File: src/rtl/decode_pkg.sv
// ---------------------------------------------------------------------------
// decode_pkg
// Shared constants and types for the MIPS-subset decode stage:
//   - opcode / funct encodings recognised by the decoder
//   - address-type and memory-size encodings carried on the flag outputs
//   - decoded_t: the bundle of fields produced for one instruction word
//   - small opcode-class helper functions
// ---------------------------------------------------------------------------
package decode_pkg;

    // Primary opcodes (instr[31:26])
    localparam logic [5:0] OP_RTYPE = 6'b000000;
    localparam logic [5:0] OP_J     = 6'b000010;
    localparam logic [5:0] OP_JAL   = 6'b000011;
    localparam logic [5:0] OP_BEQ   = 6'b000100;
    localparam logic [5:0] OP_BNE   = 6'b000101;
    localparam logic [5:0] OP_LB    = 6'b100000;
    localparam logic [5:0] OP_LH    = 6'b100001;
    localparam logic [5:0] OP_LW    = 6'b100011;
    localparam logic [5:0] OP_LBU   = 6'b100100;
    localparam logic [5:0] OP_LHU   = 6'b100101;
    localparam logic [5:0] OP_LWU   = 6'b100111;
    localparam logic [5:0] OP_SB    = 6'b101000;
    localparam logic [5:0] OP_SH    = 6'b101001;
    localparam logic [5:0] OP_SW    = 6'b101011;

    // R-type funct codes that need special handling
    localparam logic [5:0] FUNCT_JR   = 6'b001000;
    localparam logic [5:0] FUNCT_JALR = 6'b001001;

    // Branch/jump target addressing modes
    localparam logic [1:0] ADDR_TYPE_REG    = 2'b00;
    localparam logic [1:0] ADDR_TYPE_REGION = 2'b01;
    localparam logic [1:0] ADDR_TYPE_PCREL  = 2'b10;

    // Memory access sizes (equal to opcode[1:0] of loads/stores)
    localparam logic [1:0] MEM_SIZE_B = 2'b00;
    localparam logic [1:0] MEM_SIZE_H = 2'b01;
    localparam logic [1:0] MEM_SIZE_W = 2'b11;

    // Link register written by JAL
    localparam logic [4:0] REG_RA = 5'd31;

    // Decoded fields of one instruction, before width extension
    typedef struct packed {
        logic [5:0]  funct;
        logic [4:0]  rs;
        logic [4:0]  rt;
        logic [4:0]  wreg;
        logic [4:0]  shamt;
        logic [15:0] imm;
        logic        imm_zext;      // 1: zero-extend imm, 0: sign-extend
        logic [25:0] addr_offset;
        logic        pc_modify;
        logic        link_ret;
        logic [1:0]  addr_type;
        logic        equal;
        logic        inmediate;
        logic        mem_op;
        logic        mem_type;      // 0 load, 1 store
        logic [1:0]  mem_size;
        logic        unsign;
        logic        reg_write;
        logic        illegal;
    } decoded_t;

    // True for the supported load opcodes
    function automatic logic is_load_op(input logic [5:0] op);
        logic res;
        case (op)
            OP_LB, OP_LH, OP_LW, OP_LBU, OP_LHU, OP_LWU: res = 1'b1;
            default:                                     res = 1'b0;
        endcase
        return res;
    endfunction

    // True for the supported store opcodes
    function automatic logic is_store_op(input logic [5:0] op);
        logic res;
        case (op)
            OP_SB, OP_SH, OP_SW: res = 1'b1;
            default:             res = 1'b0;
        endcase
        return res;
    endfunction

endpackage

File: src/rtl/decode_stage_pipe_fields.sv
// ---------------------------------------------------------------------------
// decode_fields
// Purely combinational decoder: one 32-bit MIPS-subset instruction word to a
// decoded_t bundle. Fields an instruction does not use are driven to 0.
// Ports:
//   instr    in  32         instruction word
//   dec      out decoded_t  decoded fields / flags
//   uses_rt  out 1          instruction reads rt as a source operand
// ---------------------------------------------------------------------------
module decode_fields
    import decode_pkg::*;
(
    input  logic [31:0] instr,
    output decoded_t    dec,
    output logic        uses_rt
);

    logic [5:0] opcode_s;
    logic [5:0] funct_s;

    assign opcode_s = instr[31:26];
    assign funct_s  = instr[5:0];

    // Opcode-class decode into the field bundle
    always_comb begin
        dec     = '0;
        uses_rt = 1'b0;
        casez (opcode_s)
            OP_RTYPE: begin
                dec.funct = funct_s;
                dec.rs    = instr[25:21];
                case (funct_s)
                    FUNCT_JR: begin
                        dec.pc_modify = 1'b1;
                        dec.addr_type = ADDR_TYPE_REG;
                    end
                    FUNCT_JALR: begin
                        // JALR is a register jump that also links
                        dec.pc_modify = 1'b1;
                        dec.addr_type = ADDR_TYPE_REG;
                        dec.wreg      = instr[15:11];
                        dec.link_ret  = 1'b1;
                        dec.reg_write = 1'b1;
                    end
                    default: begin
                        dec.rt        = instr[20:16];
                        dec.wreg      = instr[15:11];
                        dec.shamt     = instr[10:6];
                        dec.reg_write = 1'b1;
                        uses_rt       = 1'b1;
                    end
                endcase
            end
            OP_J, OP_JAL: begin
                dec.pc_modify   = 1'b1;
                dec.addr_type   = ADDR_TYPE_REGION;
                dec.addr_offset = instr[25:0];
                dec.link_ret    = (opcode_s == OP_JAL);
                dec.reg_write   = (opcode_s == OP_JAL);
                dec.wreg        = (opcode_s == OP_JAL) ? REG_RA : 5'd0;
            end
            OP_BEQ, OP_BNE: begin
                dec.rs          = instr[25:21];
                dec.rt          = instr[20:16];
                dec.imm         = instr[15:0];
                dec.addr_type   = ADDR_TYPE_PCREL;
                dec.addr_offset = {10'b0, instr[15:0]};
                dec.inmediate   = 1'b1;
                dec.equal       = (opcode_s == OP_BEQ);
                uses_rt         = 1'b1;
            end
            6'b001???: begin
                // Logical immediates (opcode[2]=1) are zero-extended
                dec.funct     = {3'b000, opcode_s[2:0]};
                dec.rs        = instr[25:21];
                dec.wreg      = instr[20:16];
                dec.imm       = instr[15:0];
                dec.imm_zext  = opcode_s[2];
                dec.inmediate = 1'b1;
                dec.reg_write = 1'b1;
            end
            default: begin
                if (is_load_op(opcode_s)) begin
                    dec.funct     = {3'b000, opcode_s[2:0]};
                    dec.rs        = instr[25:21];
                    dec.wreg      = instr[20:16];
                    dec.imm       = instr[15:0];
                    dec.mem_op    = 1'b1;
                    dec.mem_type  = 1'b0;
                    dec.mem_size  = opcode_s[1:0];
                    dec.unsign    = opcode_s[2];
                    dec.reg_write = 1'b1;
                end else if (is_store_op(opcode_s)) begin
                    dec.funct    = {3'b000, opcode_s[2:0]};
                    dec.rs       = instr[25:21];
                    dec.rt       = instr[20:16];
                    dec.imm      = instr[15:0];
                    dec.mem_op   = 1'b1;
                    dec.mem_type = 1'b1;
                    dec.mem_size = opcode_s[1:0];
                    uses_rt      = 1'b1;
                end else begin
                    dec.illegal = 1'b1;
                end
            end
        endcase
    end

endmodule

File: src/rtl/decode_stage_pipe.sv
// ---------------------------------------------------------------------------
// decode_stage_pipe
// Registered MIPS-subset decode stage: input FIFO (valid/ready), combinational
// decode of the FIFO head, and an ID/EX output register with its own
// valid/ready handshake. Inserts a one-cycle bubble on load-use hazards,
// supports flush and downstream backpressure.
// Ports:
//   i_clk, i_rst          clock (rising edge), async active-high reset
//   i_instr, i_pc         fetched instruction and its PC
//   i_valid / o_ready     input handshake (o_ready = FIFO not full)
//   i_flush               discard all buffered and registered instructions
//   i_ready / o_valid     output-register handshake
//   o_pc .. o_illegal     registered decoded fields of the output instruction
//   o_hazard_stall        a load-use bubble is being inserted this cycle
// ---------------------------------------------------------------------------
module decode_stage_pipe
    import decode_pkg::*;
#(
    parameter int DATA_W     = 32,
    parameter int FIFO_DEPTH = 2,
    parameter int HAZARD_EN  = 1
) (
    input  logic              i_clk,
    input  logic              i_rst,
    input  logic [31:0]       i_instr,
    input  logic [DATA_W-1:0] i_pc,
    input  logic              i_valid,
    output logic              o_ready,
    input  logic              i_flush,
    input  logic              i_ready,
    output logic              o_valid,
    output logic [DATA_W-1:0] o_pc,
    output logic [5:0]        o_funct,
    output logic [4:0]        o_rs,
    output logic [4:0]        o_rt,
    output logic [4:0]        o_wreg,
    output logic [DATA_W-1:0] o_sa,
    output logic [DATA_W-1:0] o_imm_ext,
    output logic [25:0]       o_addr_offset,
    output logic              o_flg_pc_modify,
    output logic              o_flg_link_ret,
    output logic [1:0]        o_flg_addr_type,
    output logic              o_flg_equal,
    output logic              o_flg_inmediate,
    output logic              o_flg_mem_op,
    output logic              o_flg_mem_type,
    output logic [1:0]        o_flg_mem_size,
    output logic              o_flg_unsign,
    output logic              o_flg_reg_write,
    output logic              o_illegal,
    output logic              o_hazard_stall
);

    localparam int PTR_W = $clog2(FIFO_DEPTH);

    // Storage plus pointers carrying one extra wrap bit for full/empty
    logic [31:0]       fifo_instr_r [FIFO_DEPTH];
    logic [DATA_W-1:0] fifo_pc_r    [FIFO_DEPTH];
    logic [PTR_W:0]    wr_ptr_r;
    logic [PTR_W:0]    rd_ptr_r;

    logic              full_s;
    logic              empty_s;
    logic              push_s;
    logic              pop_s;
    logic              advance_s;
    logic              hazard_s;
    logic [31:0]       head_instr_s;
    logic [DATA_W-1:0] head_pc_s;
    decoded_t          head_dec_s;
    logic              head_uses_rt_s;
    logic [DATA_W-1:0] head_imm_ext_s;
    logic [DATA_W-1:0] head_sa_s;

    assign empty_s = (wr_ptr_r == rd_ptr_r);
    assign full_s  = (wr_ptr_r[PTR_W] != rd_ptr_r[PTR_W]) &&
                     (wr_ptr_r[PTR_W-1:0] == rd_ptr_r[PTR_W-1:0]);

    assign head_instr_s = fifo_instr_r[rd_ptr_r[PTR_W-1:0]];
    assign head_pc_s    = fifo_pc_r[rd_ptr_r[PTR_W-1:0]];

    decode_fields u_decode_fields (
        .instr   (head_instr_s),
        .dec     (head_dec_s),
        .uses_rt (head_uses_rt_s)
    );

    // Width extension of the head's shamt and immediate
    always_comb begin
        head_sa_s = {{(DATA_W-5){1'b0}}, head_dec_s.shamt};
        if (head_dec_s.imm_zext) begin
            head_imm_ext_s = {{(DATA_W-16){1'b0}}, head_dec_s.imm};
        end else begin
            head_imm_ext_s = {{(DATA_W-16){head_dec_s.imm[15]}}, head_dec_s.imm};
        end
    end

    // Load in the output register whose destination the head instruction reads
    always_comb begin
        hazard_s = 1'b0;
        if ((HAZARD_EN != 0) && o_valid && o_flg_mem_op && !o_flg_mem_type &&
            (o_wreg != 5'd0) && !empty_s) begin
            hazard_s = (o_wreg == head_dec_s.rs) ||
                       (head_uses_rt_s && (o_wreg == head_dec_s.rt));
        end else begin
            hazard_s = 1'b0;
        end
    end

    assign advance_s      = !o_valid || i_ready;
    // o_ready is judged on the pre-edge fill level, so a same-cycle pop
    // never lets a push into a full FIFO
    assign o_ready        = !full_s && !i_rst;
    assign push_s         = i_valid && o_ready && !i_flush;
    assign pop_s          = advance_s && !empty_s && !hazard_s && !i_flush;
    assign o_hazard_stall = advance_s && hazard_s && !i_flush;

    // FIFO storage write (contents need no reset; pointers define validity)
    always_ff @(posedge i_clk) begin
        if (push_s) begin
            fifo_instr_r[wr_ptr_r[PTR_W-1:0]] <= i_instr;
            fifo_pc_r[wr_ptr_r[PTR_W-1:0]]    <= i_pc;
        end
    end

    // FIFO pointer update; flush empties the queue and drops any push
    always_ff @(posedge i_clk or posedge i_rst) begin
        if (i_rst) begin
            wr_ptr_r <= '0;
            rd_ptr_r <= '0;
        end else if (i_flush) begin
            wr_ptr_r <= '0;
            rd_ptr_r <= '0;
        end else begin
            if (push_s) begin
                wr_ptr_r <= wr_ptr_r + {{PTR_W{1'b0}}, 1'b1};
            end
            if (pop_s) begin
                rd_ptr_r <= rd_ptr_r + {{PTR_W{1'b0}}, 1'b1};
            end
        end
    end

    // ID/EX output register: flush > advance (load or bubble) > hold
    always_ff @(posedge i_clk or posedge i_rst) begin
        if (i_rst) begin
            o_valid         <= 1'b0;
            o_pc            <= '0;
            o_funct         <= 6'd0;
            o_rs            <= 5'd0;
            o_rt            <= 5'd0;
            o_wreg          <= 5'd0;
            o_sa            <= '0;
            o_imm_ext       <= '0;
            o_addr_offset   <= 26'd0;
            o_flg_pc_modify <= 1'b0;
            o_flg_link_ret  <= 1'b0;
            o_flg_addr_type <= 2'b00;
            o_flg_equal     <= 1'b0;
            o_flg_inmediate <= 1'b0;
            o_flg_mem_op    <= 1'b0;
            o_flg_mem_type  <= 1'b0;
            o_flg_mem_size  <= 2'b00;
            o_flg_unsign    <= 1'b0;
            o_flg_reg_write <= 1'b0;
            o_illegal       <= 1'b0;
        end else if (i_flush) begin
            o_valid <= 1'b0;
        end else if (advance_s) begin
            if (pop_s) begin
                o_valid         <= 1'b1;
                o_pc            <= head_pc_s;
                o_funct         <= head_dec_s.funct;
                o_rs            <= head_dec_s.rs;
                o_rt            <= head_dec_s.rt;
                o_wreg          <= head_dec_s.wreg;
                o_sa            <= head_sa_s;
                o_imm_ext       <= head_imm_ext_s;
                o_addr_offset   <= head_dec_s.addr_offset;
                o_flg_pc_modify <= head_dec_s.pc_modify;
                o_flg_link_ret  <= head_dec_s.link_ret;
                o_flg_addr_type <= head_dec_s.addr_type;
                o_flg_equal     <= head_dec_s.equal;
                o_flg_inmediate <= head_dec_s.inmediate;
                o_flg_mem_op    <= head_dec_s.mem_op;
                o_flg_mem_type  <= head_dec_s.mem_type;
                o_flg_mem_size  <= head_dec_s.mem_size;
                o_flg_unsign    <= head_dec_s.unsign;
                o_flg_reg_write <= head_dec_s.reg_write;
                o_illegal       <= head_dec_s.illegal;
            end else begin
                // Empty FIFO or load-use bubble
                o_valid <= 1'b0;
            end
        end else begin
            o_valid <= o_valid;
        end
    end

endmodule
File: config.mk
export PLATFORM = sky130hd
export DESIGN_NAME = decode_stage_pipe
export DESIGN_NICKNAME = d
export VERILOG_FILES = /design/src/rtl/decode_pkg.sv /design/src/rtl/decode_stage_pipe_fields.sv /design/src/rtl/decode_stage_pipe.sv
export SDC_FILE = /design/constraint.sdc
export NUM_CORES = 1
export LEC_CHECK = 0
export CAP_MARGIN = 25
export CORE_MARGIN = 2
export CORE_UTILIZATION = 61
export CTS_CLUSTER_SIZE = 28
export DETAILED_ROUTE_END_ITERATION = 7
export DONT_BUFFER_PORTS = 1
export PLACE_DENSITY = 0.77
export SYNTH_ARGS = -nofsm -noshare
export SYNTH_HDL_FRONTEND = slang
export SYNTH_HIERARCHICAL = 1
export SYNTH_SLANG_ARGS = --single-unit
File: constraint.sdc
create_clock -name i_clk -period 17.2 [get_ports i_clk]
set_input_delay 5.16 -clock i_clk [delete_from_list [all_inputs] [get_ports i_clk]]
set_output_delay 5.16 -clock i_clk [all_outputs]
set_load 0.1 [all_outputs]
==> flow_metrics.env, run 1 <==
export IMPL_yosysTopAreaCellShare_pct=35.7
export IMPL_area_growth_pct=7.85
export IMPL_cts_setup_buffers=0
export IMPL_status="finished clean"
export IMPL_crit_buf_inv=0
export IMPL_placed_cells=857
export IMPL_grt_start_max_net_pins=78
export IMPL_clk_pin_slew_ns=0.06
export IMPL_endpoint_kind="primary output"
export IMPL_viasPerCell=5.77
export IMPL_drt_total_wl_um=20700
export IMPL_max_freq_ghz=0.0881
export IMPL_die_w_um=137
export IMPL_preCtsSetupSlack_ns=5.84
export IMPL_clkLatencyLatePin_ns=0.51
export IMPL_synth_distinct_cells=47
export IMPL_cp_data_arrival_time_ns=6.19
export IMPL_fin_area_um2=11600
export IMPL_rrSetupSlack_ns=12.41
export IMPL_final_period_utilization_pct=66.0
export IMPL_drive_gt1_share_pct=36.1
export IMPL_post_synth_top_area_cell="edfxtp_1"
export IMPL_die_h_um=137
export IMPL_crit_type="in2out"
export IMPL_grt_pass1_vias=5499
export IMPL_via_count=5230
export IMPL_drv_slew=0
export IMPL_yosys_top_cells_count="edfxtp_1, mux2_2, dfrtp_1"
export IMPL_fin_setup_tns_ns=0
export IMPL_drtPass1Iterations=6
export IMPL_place_gp_congestion=0.782
export IMPL_core_area_um2=17300
export IMPL_cp_data_required_time_ns=12.04
export IMPL_root_buffer="clkbuf_16"
export IMPL_synth_main_ff_cell="edfxtp_1"
export IMPL_yosys_top_cells_area="edfxtp_1, dfrtp_1, mux2_2, mux2_4, and2_1"
export IMPL_std_cell_rows=48
export IMPL_dr_first_iter_drc_count=305
export IMPL_cts_resized=0
export IMPL_finalClockSkew_ns=0.0120
export IMPL_dieArea_um2=18700
export IMPL_crit_path_start_kind="primary input"
export IMPL_synth_most_common_cell="edfxtp_1"
export IMPL_worst_path_max_delay_cell="and3_1"
export IMPL_r2r_end="o_funct[0]"
export IMPL_antenna_left=0
export IMPL_drv_cap=0
export IMPL_initial_core_util_pct=62.2
export IMPL_synth_area_um2=10800
export IMPL_cts_buffer_depth=3
export IMPL_synthArstFlopShare_pct=48.2
export IMPL_synth_seq_cells=247
export IMPL_path_delay_family="simple AND/OR/NAND/NOR gates"
export IMPL_grt_first_pass_wirelength_um=31100
export IMPL_hp_start="wr_ptr_r[1]"
export IMPL_worstPathCellList="nor2b_1, nor2_1, and3_1"
export IMPL_nNetsFinal=733
export IMPL_timing_final_ws_setup_ns=5.85
export IMPL_track_usage_pct=21.9
export IMPL_cts_inserted_buffers=25
export IMPL_antenna_cells=0
export IMPL_hp_class="reg2reg"
export IMPL_final_cells=907
export IMPL_synth_edf_count=128
export IMPL_io_pins=228
export IMPL_min_path_cells=2
export IMPL_grt_remaining_overflow=0
export IMPL_max_stage_delay_ns=0.85
export IMPL_relSlewSlack_pct=26.4
export IMPL_max_slew_worst_pin_slew_ns=1.11
export IMPL_synthCells=669
export IMPL_drc_errors=0
export IMPL_hold_viol=0
export IMPL_tritoncts="built"
export IMPL_rr_startpoint="rd_ptr_r[0]"
export IMPL_syn_area_per_cell_um2=16.1
export IMPL_placedInstanceArea_um2=10700
export IMPL_rsz0062_at_grt="false"
export IMPL_cts_hold_buf=0
export IMPL_crit_path_max_fanout=4
export IMPL_min_to="wr_ptr_r[1]"
export IMPL_cts_max_level=1
export IMPL_yosysSeqAreaShare_pct=63.4
export IMPL_setup_viol=0
export IMPL_antenna_found_initial=0
export IMPL_port_buffers=0
export IMPL_rr_worst_depth=11
export IMPL_period_needed_ns=11.35
export IMPL_wire_per_inst_um=22.9
export IMPL_dp_hpwl_um=13600
export IMPL_yosys_warnings=6
export IMPL_cts_sinks=247
per-stage QoR:
stage	hold WS (ns)	util, %
floorplan	0.523	-
global placement	0.544	62.0
detailed placement	0.558	62.0
CTS	0.572	66.4
global route	0.605	67.1
finish	0.584	67.1
metal layers:
metal  share of wire, %  global-route usage [%]  vias up
li1                   -                       -     2342
met1                 39                    26.7     2650
met2                 48                    36.0      203
met3                 11                    9.30       35
met4                2.2                    5.73        0
met5                  0                       0        -
sequential cells by signal, indices dropped and copies added (netlist names), 5 cells and up:
signal / cells
fifo_instr_r: 64
fifo_pc_r: 64
o_addr_offset: 26
o_funct: 6
o_imm_ext: 17
o_pc: 32
o_rs: 5
o_rt: 5
o_sa: 5
o_wreg: 5
cell type report:
type / instances / area (um2)
flip-flops and latches: 247 / 6830
repair buffers: 16 / 224
multi-input cells: 370 / 3500
inverters: 4 / 20.0
well taps: 225 / 282
fillers: 1170 / 5690
clock inverters: 5 / 46.3
clock buffers: 40 / 712
worst max-delay path by stage:
stage | start | end | slack [ns] | cells after the start
final | i_ready | o_hazard_stall | 5.85 | 3
after global placement | i_ready | o_hazard_stall | 5.84 | 3
after floorplan | i_rst | fifo_instr_r[1][0] | 4.88 | 3
after global routing | i_ready | o_hazard_stall | 5.83 | 3
after CTS | i_ready | o_hazard_stall | 5.84 | 3
after detailed placement | i_ready | o_hazard_stall | 5.84 | 3
cell usage in the layout, fill, tap and decap left out, drive strengths merged, types with 3 or more instances in the layout:
cell and n:
a211oi 3, a21oi 9, a221o 5, a22o 3
and2 56, and3 6, buf 16, clkbuf 40
clkinv 4, conb 27, dfrtp 119, edfxtp 128
inv 4, mux2 180, nand2 7, nand2b 6
nand3 3, nand3b 3, nor2 11, nor2b 10
nor3 8, xnor2 11, xor2 3
cell families after synthesis:
group,after synthesis,share of synthesized area (%)
and+or+nand+nor,121,6.80
muxes,181,21.1
buffers and inverters,78,5.18
other,1,0.0348
AOI/OAI and AO/OA,27,2.35
DFF,247,63.4
xor gates and xnor gates,14,1.21
worst reg2reg max path, delay by kind of cell (launching register included):
kind | cells | cell delay (ns)
AO/OA/AOI/OAI | 3 | 0.69
XOR/XNOR | 1 | 0.09
buffers and inverters | 1 | 0.74
flip-flops | 1 | 1.08
multiplexers | 2 | 1.01
AND/OR/NAND/NOR | 4 | 1.06
Power of run 1 is not shown: default switching activity piles up to over one toggle a cycle in this logic, so the estimate is an artifact.
==> run 2: changes to the inputs <==
clock period = 11.2 ns   (was 17.2 ns; I/O delays follow)
==> run 2 against run 1 <==
Compared with the run above: critical path type is now reg2out; non-clock buffer count decreased by 2; utilization up 0.38 points; worst setup slack got worse by 2.9 ns; first-iteration DRC count fell by 7.5%; largest cell class unchanged; cell area is 0.56% higher; global-route usage is 0.75 points higher; sequential cell count stayed put; critical path depth rose by 6; cell count increased by 0.11%; clock skew fell by 0.0036 ns.
==> flow_metrics.env, run 2 (synthesis gave the netlist of run 1 again) <==
export IMPL_cts_max_level=1
export IMPL_area_growth_pct=8.45
export IMPL_period_needed_ns=8.28
export IMPL_hp_class="reg2reg"
export IMPL_antenna_found_initial=0
export IMPL_cts_inserted_buffers=26
export IMPL_die_h_um=137
export IMPL_track_usage_pct=22.6
export IMPL_clkLatencyLatePin_ns=0.51
export IMPL_via_count=5220
export IMPL_dp_hpwl_um=14100
export IMPL_clk_pin_slew_ns=0.06
export IMPL_status="finished clean"
export IMPL_grt_start_max_net_pins=76
export IMPL_drtPass1Iterations=4
export IMPL_fillerInstances=1172
export IMPL_final_period_utilization_pct=74.0
export IMPL_wire_per_inst_um=23.5
export IMPL_crit_path_start_kind="flop"
export IMPL_cts_sinks=247
export IMPL_antenna_cells=0
export IMPL_final_common_cell="edfxtp_1"
export IMPL_worst_path_max_delay_cell="dfrtp_4"
export IMPL_drive_gt1_share_pct=36.9
export IMPL_hold_slack_ns=0.599
export IMPL_cts_hold_buf=0
export IMPL_std_cell_rows=48
export IMPL_finalClockSkew_ns=0.00841
export IMPL_dr_first_iter_drc_count=282
export IMPL_tritoncts="built"
export IMPL_endpoint_kind="primary output"
export IMPL_drv_cap=0
export IMPL_core_area_um2=17300
export IMPL_port_buffers=0
export IMPL_dieArea_um2=18700
export IMPL_crit_path_max_fanout=68
export IMPL_hold_viol=0
export IMPL_grt_first_pass_wirelength_um=31900
export IMPL_timing_final_ws_setup_ns=2.92
export IMPL_worstPathCellList="mux2_2, nor4_2, nand2_1, o22a_1, nor2b_1, xnor2_1, nand4_1, o22ai_2, and3_1"
export IMPL_drc_errors=0
export IMPL_nNetsFinal=732
export IMPL_cts_resized=0
export IMPL_preCtsSetupSlack_ns=3.41
export IMPL_fin_setup_tns_ns=0
export IMPL_viasPerCell=5.75
export IMPL_layout_common_cells="edfxtp_1, mux2_2, dfrtp_1, mux2_4, and2_1"
export IMPL_initial_core_util_pct=62.2
export IMPL_max_slew_worst_pin_slew_ns=1.11
export IMPL_io_pins=228
export IMPL_setup_viol=0
export IMPL_max_freq_ghz=0.121
export IMPL_place_gp_congestion=0.856
export IMPL_grt_pass1_vias=5577
export IMPL_cts_setup_buffers=0
export IMPL_antenna_left=0
export IMPL_path_delay_family="simple AND/OR/NAND/NOR gates"
export IMPL_cp_data_arrival_time_ns=4.92
export IMPL_die_w_um=137
export IMPL_root_buffer="clkbuf_16"
export IMPL_relSlewSlack_pct=26.1
export IMPL_max_stage_delay_ns=1.08
export IMPL_drt_total_wl_um=21300
export IMPL_rsz0062_at_grt="false"
export IMPL_cts_buffer_depth=3
export IMPL_crit_type="reg2out"
export IMPL_cp_data_required_time_ns=7.84
export IMPL_crit_buf_inv=0
export IMPL_grt_remaining_overflow=0
export IMPL_drv_slew=0
run 2: cell count changes in the layout (fill, tap and decap cells not counted), sizes merged:
cell	change
clkbuf	+4
buf	-2
inv	+1
clkinv	-2
run 2: path summary, 6_finish.rpt:
kind | startpoint | endpoint | slack (ns) | cells past startpoint
min | fifo_pc_r[1][15] | o_pc[15] | 0.60 | 2
max reg2reg | rd_ptr_r[0] | o_imm_ext[8] | 6.44 | 12
max | rd_ptr_r[0] | o_hazard_stall | 2.92 | 9
min reg2reg | fifo_pc_r[1][15] | o_pc[15] | 0.60 | 2
max in group asynchronous | i_rst | o_flg_mem_size[0] | 7.33 | 3
min in group asynchronous | i_rst | o_pc[21] | 2.72 | 1
run 2: through the flow:
step | util, % | instance area, um2 | cells
global route | 67.5 | 11700 | 908
floorplan | - | 10900 | 695
finish | 67.5 | 11700 | 908
detailed placement | 62.0 | 10700 | 857
CTS | 67.1 | 11600 | 905
global placement | 62.0 | 10700 | 857
run 2: layout make-up:
cell class / count / area (um2) / share of cell area [%]
Clock buffer: 44 / 821 / 7.03
Clock inverter: 4 / 48.8 / 0.418
Inverter: 4 / 20.0 / 0.171
Multi-Input combinational cell: 370 / 3500 / 29.9
Sequential cell: 247 / 6830 / 58.5
Tap cell: 225 / 282 / 2.41
Timing Repair Buffer: 14 / 178 / 1.52
run 2: routing by layer:
layer	vias to the layer above	track usage, %	part of all wire [%]
met5	-	0	0
met4	0	6.24	1.9
met3	34	9.70	11
met2	197	37.7	49
met1	2652	26.9	38
li1	2337	-	-
run 2: tightest hold or removal path: stages (launching register included):
cell and delay [ns]:
edfxtp_1 0.31, mux2_2 0.14, mux2_4 0.13
Power of run 2 is left out for the same reason.
==> run 3: changes to the inputs <==
clock period = 8.55 ns   (was 11.2 ns; I/O delays follow)
==> run 3 against run 2 <==
Compared with the run above: via count up 0.54%; cell count down 0.66%; critical path depth unchanged; count of clock-buffer cells in the layout down 7; register-to-register slack worse by 3.1 ns; non-clock buffer count down 4; die area unchanged; wire length down 1.4%; sequential share of layout area about the same; critical path type unchanged; critical endpoint unchanged.
==> flow_metrics.env, run 3 (synthesis gave the netlist of run 1 again) <==
export IMPL_status="finished clean"
export IMPL_viasPerCell=5.82
export IMPL_dr_first_iter_drc_count=290
export IMPL_final_cells=902
export IMPL_layout_common_cells="edfxtp_1, mux2_2, dfrtp_1, mux2_4, and2_1"
export IMPL_wire_per_inst_um=23.3
export IMPL_cts_buffer_depth=3
export IMPL_relSlewSlack_pct=26.6
export IMPL_placed_cells=855
export IMPL_cp_data_arrival_time_ns=4.88
export IMPL_cts_max_level=1
export IMPL_fillerInstances=1148
export IMPL_drtPass1Iterations=5
export IMPL_crit_type="reg2out"
export IMPL_via_count=5248
export IMPL_crit_path_max_fanout=68
export IMPL_worst_path_max_delay_cell="dfrtp_4"
export IMPL_rrSetupSlack_ns=3.33
export IMPL_fin_setup_tns_ns=0
export IMPL_track_usage_pct=22.7
export IMPL_cts_resized=0
export IMPL_cts_setup_buffers=0
export IMPL_drv_cap=0
export IMPL_drt_total_wl_um=21000
export IMPL_grt_pass1_vias=5732
export IMPL_tritoncts="built"
export IMPL_root_buffer="clkbuf_16"
export IMPL_antenna_cells=0
export IMPL_crit_buf_inv=0
export IMPL_setup_viol=0
export IMPL_initial_core_util_pct=62.2
export IMPL_io_pins=228
export IMPL_std_cell_rows=48
export IMPL_max_freq_ghz=0.134
export IMPL_path_delay_family="simple AND/OR/NAND/NOR gates"
export IMPL_worstPathCellList="mux2_2, nor4_2, nand2_1, o22a_1, nor2b_1, xnor2_1, nand4_1, o22ai_2, and3_1"
export IMPL_clkLatencyLatePin_ns=0.52
export IMPL_cts_hold_buf=0
export IMPL_antenna_left=0
export IMPL_cp_data_required_time_ns=5.99
export IMPL_hp_class="reg2reg"
export IMPL_cts_inserted_buffers=25
export IMPL_grt_remaining_overflow=0
export IMPL_hold_slack_ns=0.593
export IMPL_grt_start_max_net_pins=95
export IMPL_die_w_um=137
export IMPL_dieArea_um2=18700
export IMPL_place_gp_congestion=0.866
export IMPL_final_common_cell="edfxtp_1"
export IMPL_area_growth_pct=8.44
export IMPL_max_stage_delay_ns=1.03
export IMPL_drv_slew=0
export IMPL_hold_viol=0
export IMPL_crit_path_start_kind="flop"
export IMPL_drive_gt1_share_pct=36.9
export IMPL_antenna_found_initial=0
export IMPL_nNetsFinal=727
export IMPL_max_slew_worst_pin_slew_ns=1.10
export IMPL_rsz0062_at_grt="false"
export IMPL_die_h_um=137
export IMPL_dp_hpwl_um=13900
export IMPL_grt_first_pass_wirelength_um=32400
export IMPL_port_buffers=0
export IMPL_endpoint_kind="primary output"
export IMPL_cts_sinks=247
export IMPL_drc_errors=0
export IMPL_core_area_um2=17300
export IMPL_period_needed_ns=7.44
export IMPL_finalClockSkew_ns=0.00774
export IMPL_clk_pin_slew_ns=0.06
export IMPL_final_period_utilization_pct=87.0
==> run 3: worst reg2reg max path, stage by stage, from the launching register on <==
cell and delay (ns):
dfrtp_4 1.03, mux2_2 0.61, nor4_2 0.46, nand2_1 0.17
o22a_1 0.34, nor2b_1 0.24, xnor2_1 0.09, nand4_1 0.16
o22ai_2 0.16, a21oi_4 0.78, buf_12 0.52, mux2_2 0.55
==> run 3: path summary, 6_finish.rpt <==
check,start,cells after the start,to
min in group asynchronous,i_rst,1,o_pc[23]
min reg2reg,wr_ptr_r[1],2,wr_ptr_r[1]
max in group asynchronous,i_rst,2,o_imm_ext[30]
max reg2reg,rd_ptr_r[0],11,o_funct[1]
max,rd_ptr_r[0],9,o_hazard_stall
min,wr_ptr_r[1],2,wr_ptr_r[1]
==> run 3: cell type report <==
| cell class | count | area, um2 | share of cell area, % |
|---|---|---|---|
| Sequential cell | 247 | 6830 | 58.5 |
| Inverter | 4 | 20.0 | 0.172 |
| Tap cell | 225 | 282 | 2.41 |
| Timing Repair Buffer | 10 | 164 | 1.40 |
| Clock buffer | 37 | 742 | 6.36 |
| Clock inverter | 9 | 128 | 1.09 |
| Multi-Input combinational cell | 370 | 3510 | 30.1 |
==> run 3: routing by layer <==
metal	global-route usage (%)	vias to the layer above	part of all wire [%]
met4	6.07	0	2.3
met2	38.6	218	50
li1	-	2332	-
met1	26.8	2658	37
met5	0	-	0
met3	9.19	40	11
==> run 3: metrics by stage <==
step / setup WS [ns] / instance area [um2] / utilization [%]
final: 1.11 / 11700 / 67.5
after global routing: 0.771 / 11700 / 67.5
after CTS: 1.07 / 11700 / 67.4
after detailed placement: 1.69 / 10800 / 62.4
after global placement: 1.77 / 10700 / 62.1
after floorplan: 1.01 / 10900 / -
Power of run 3 is left out for the same reason.
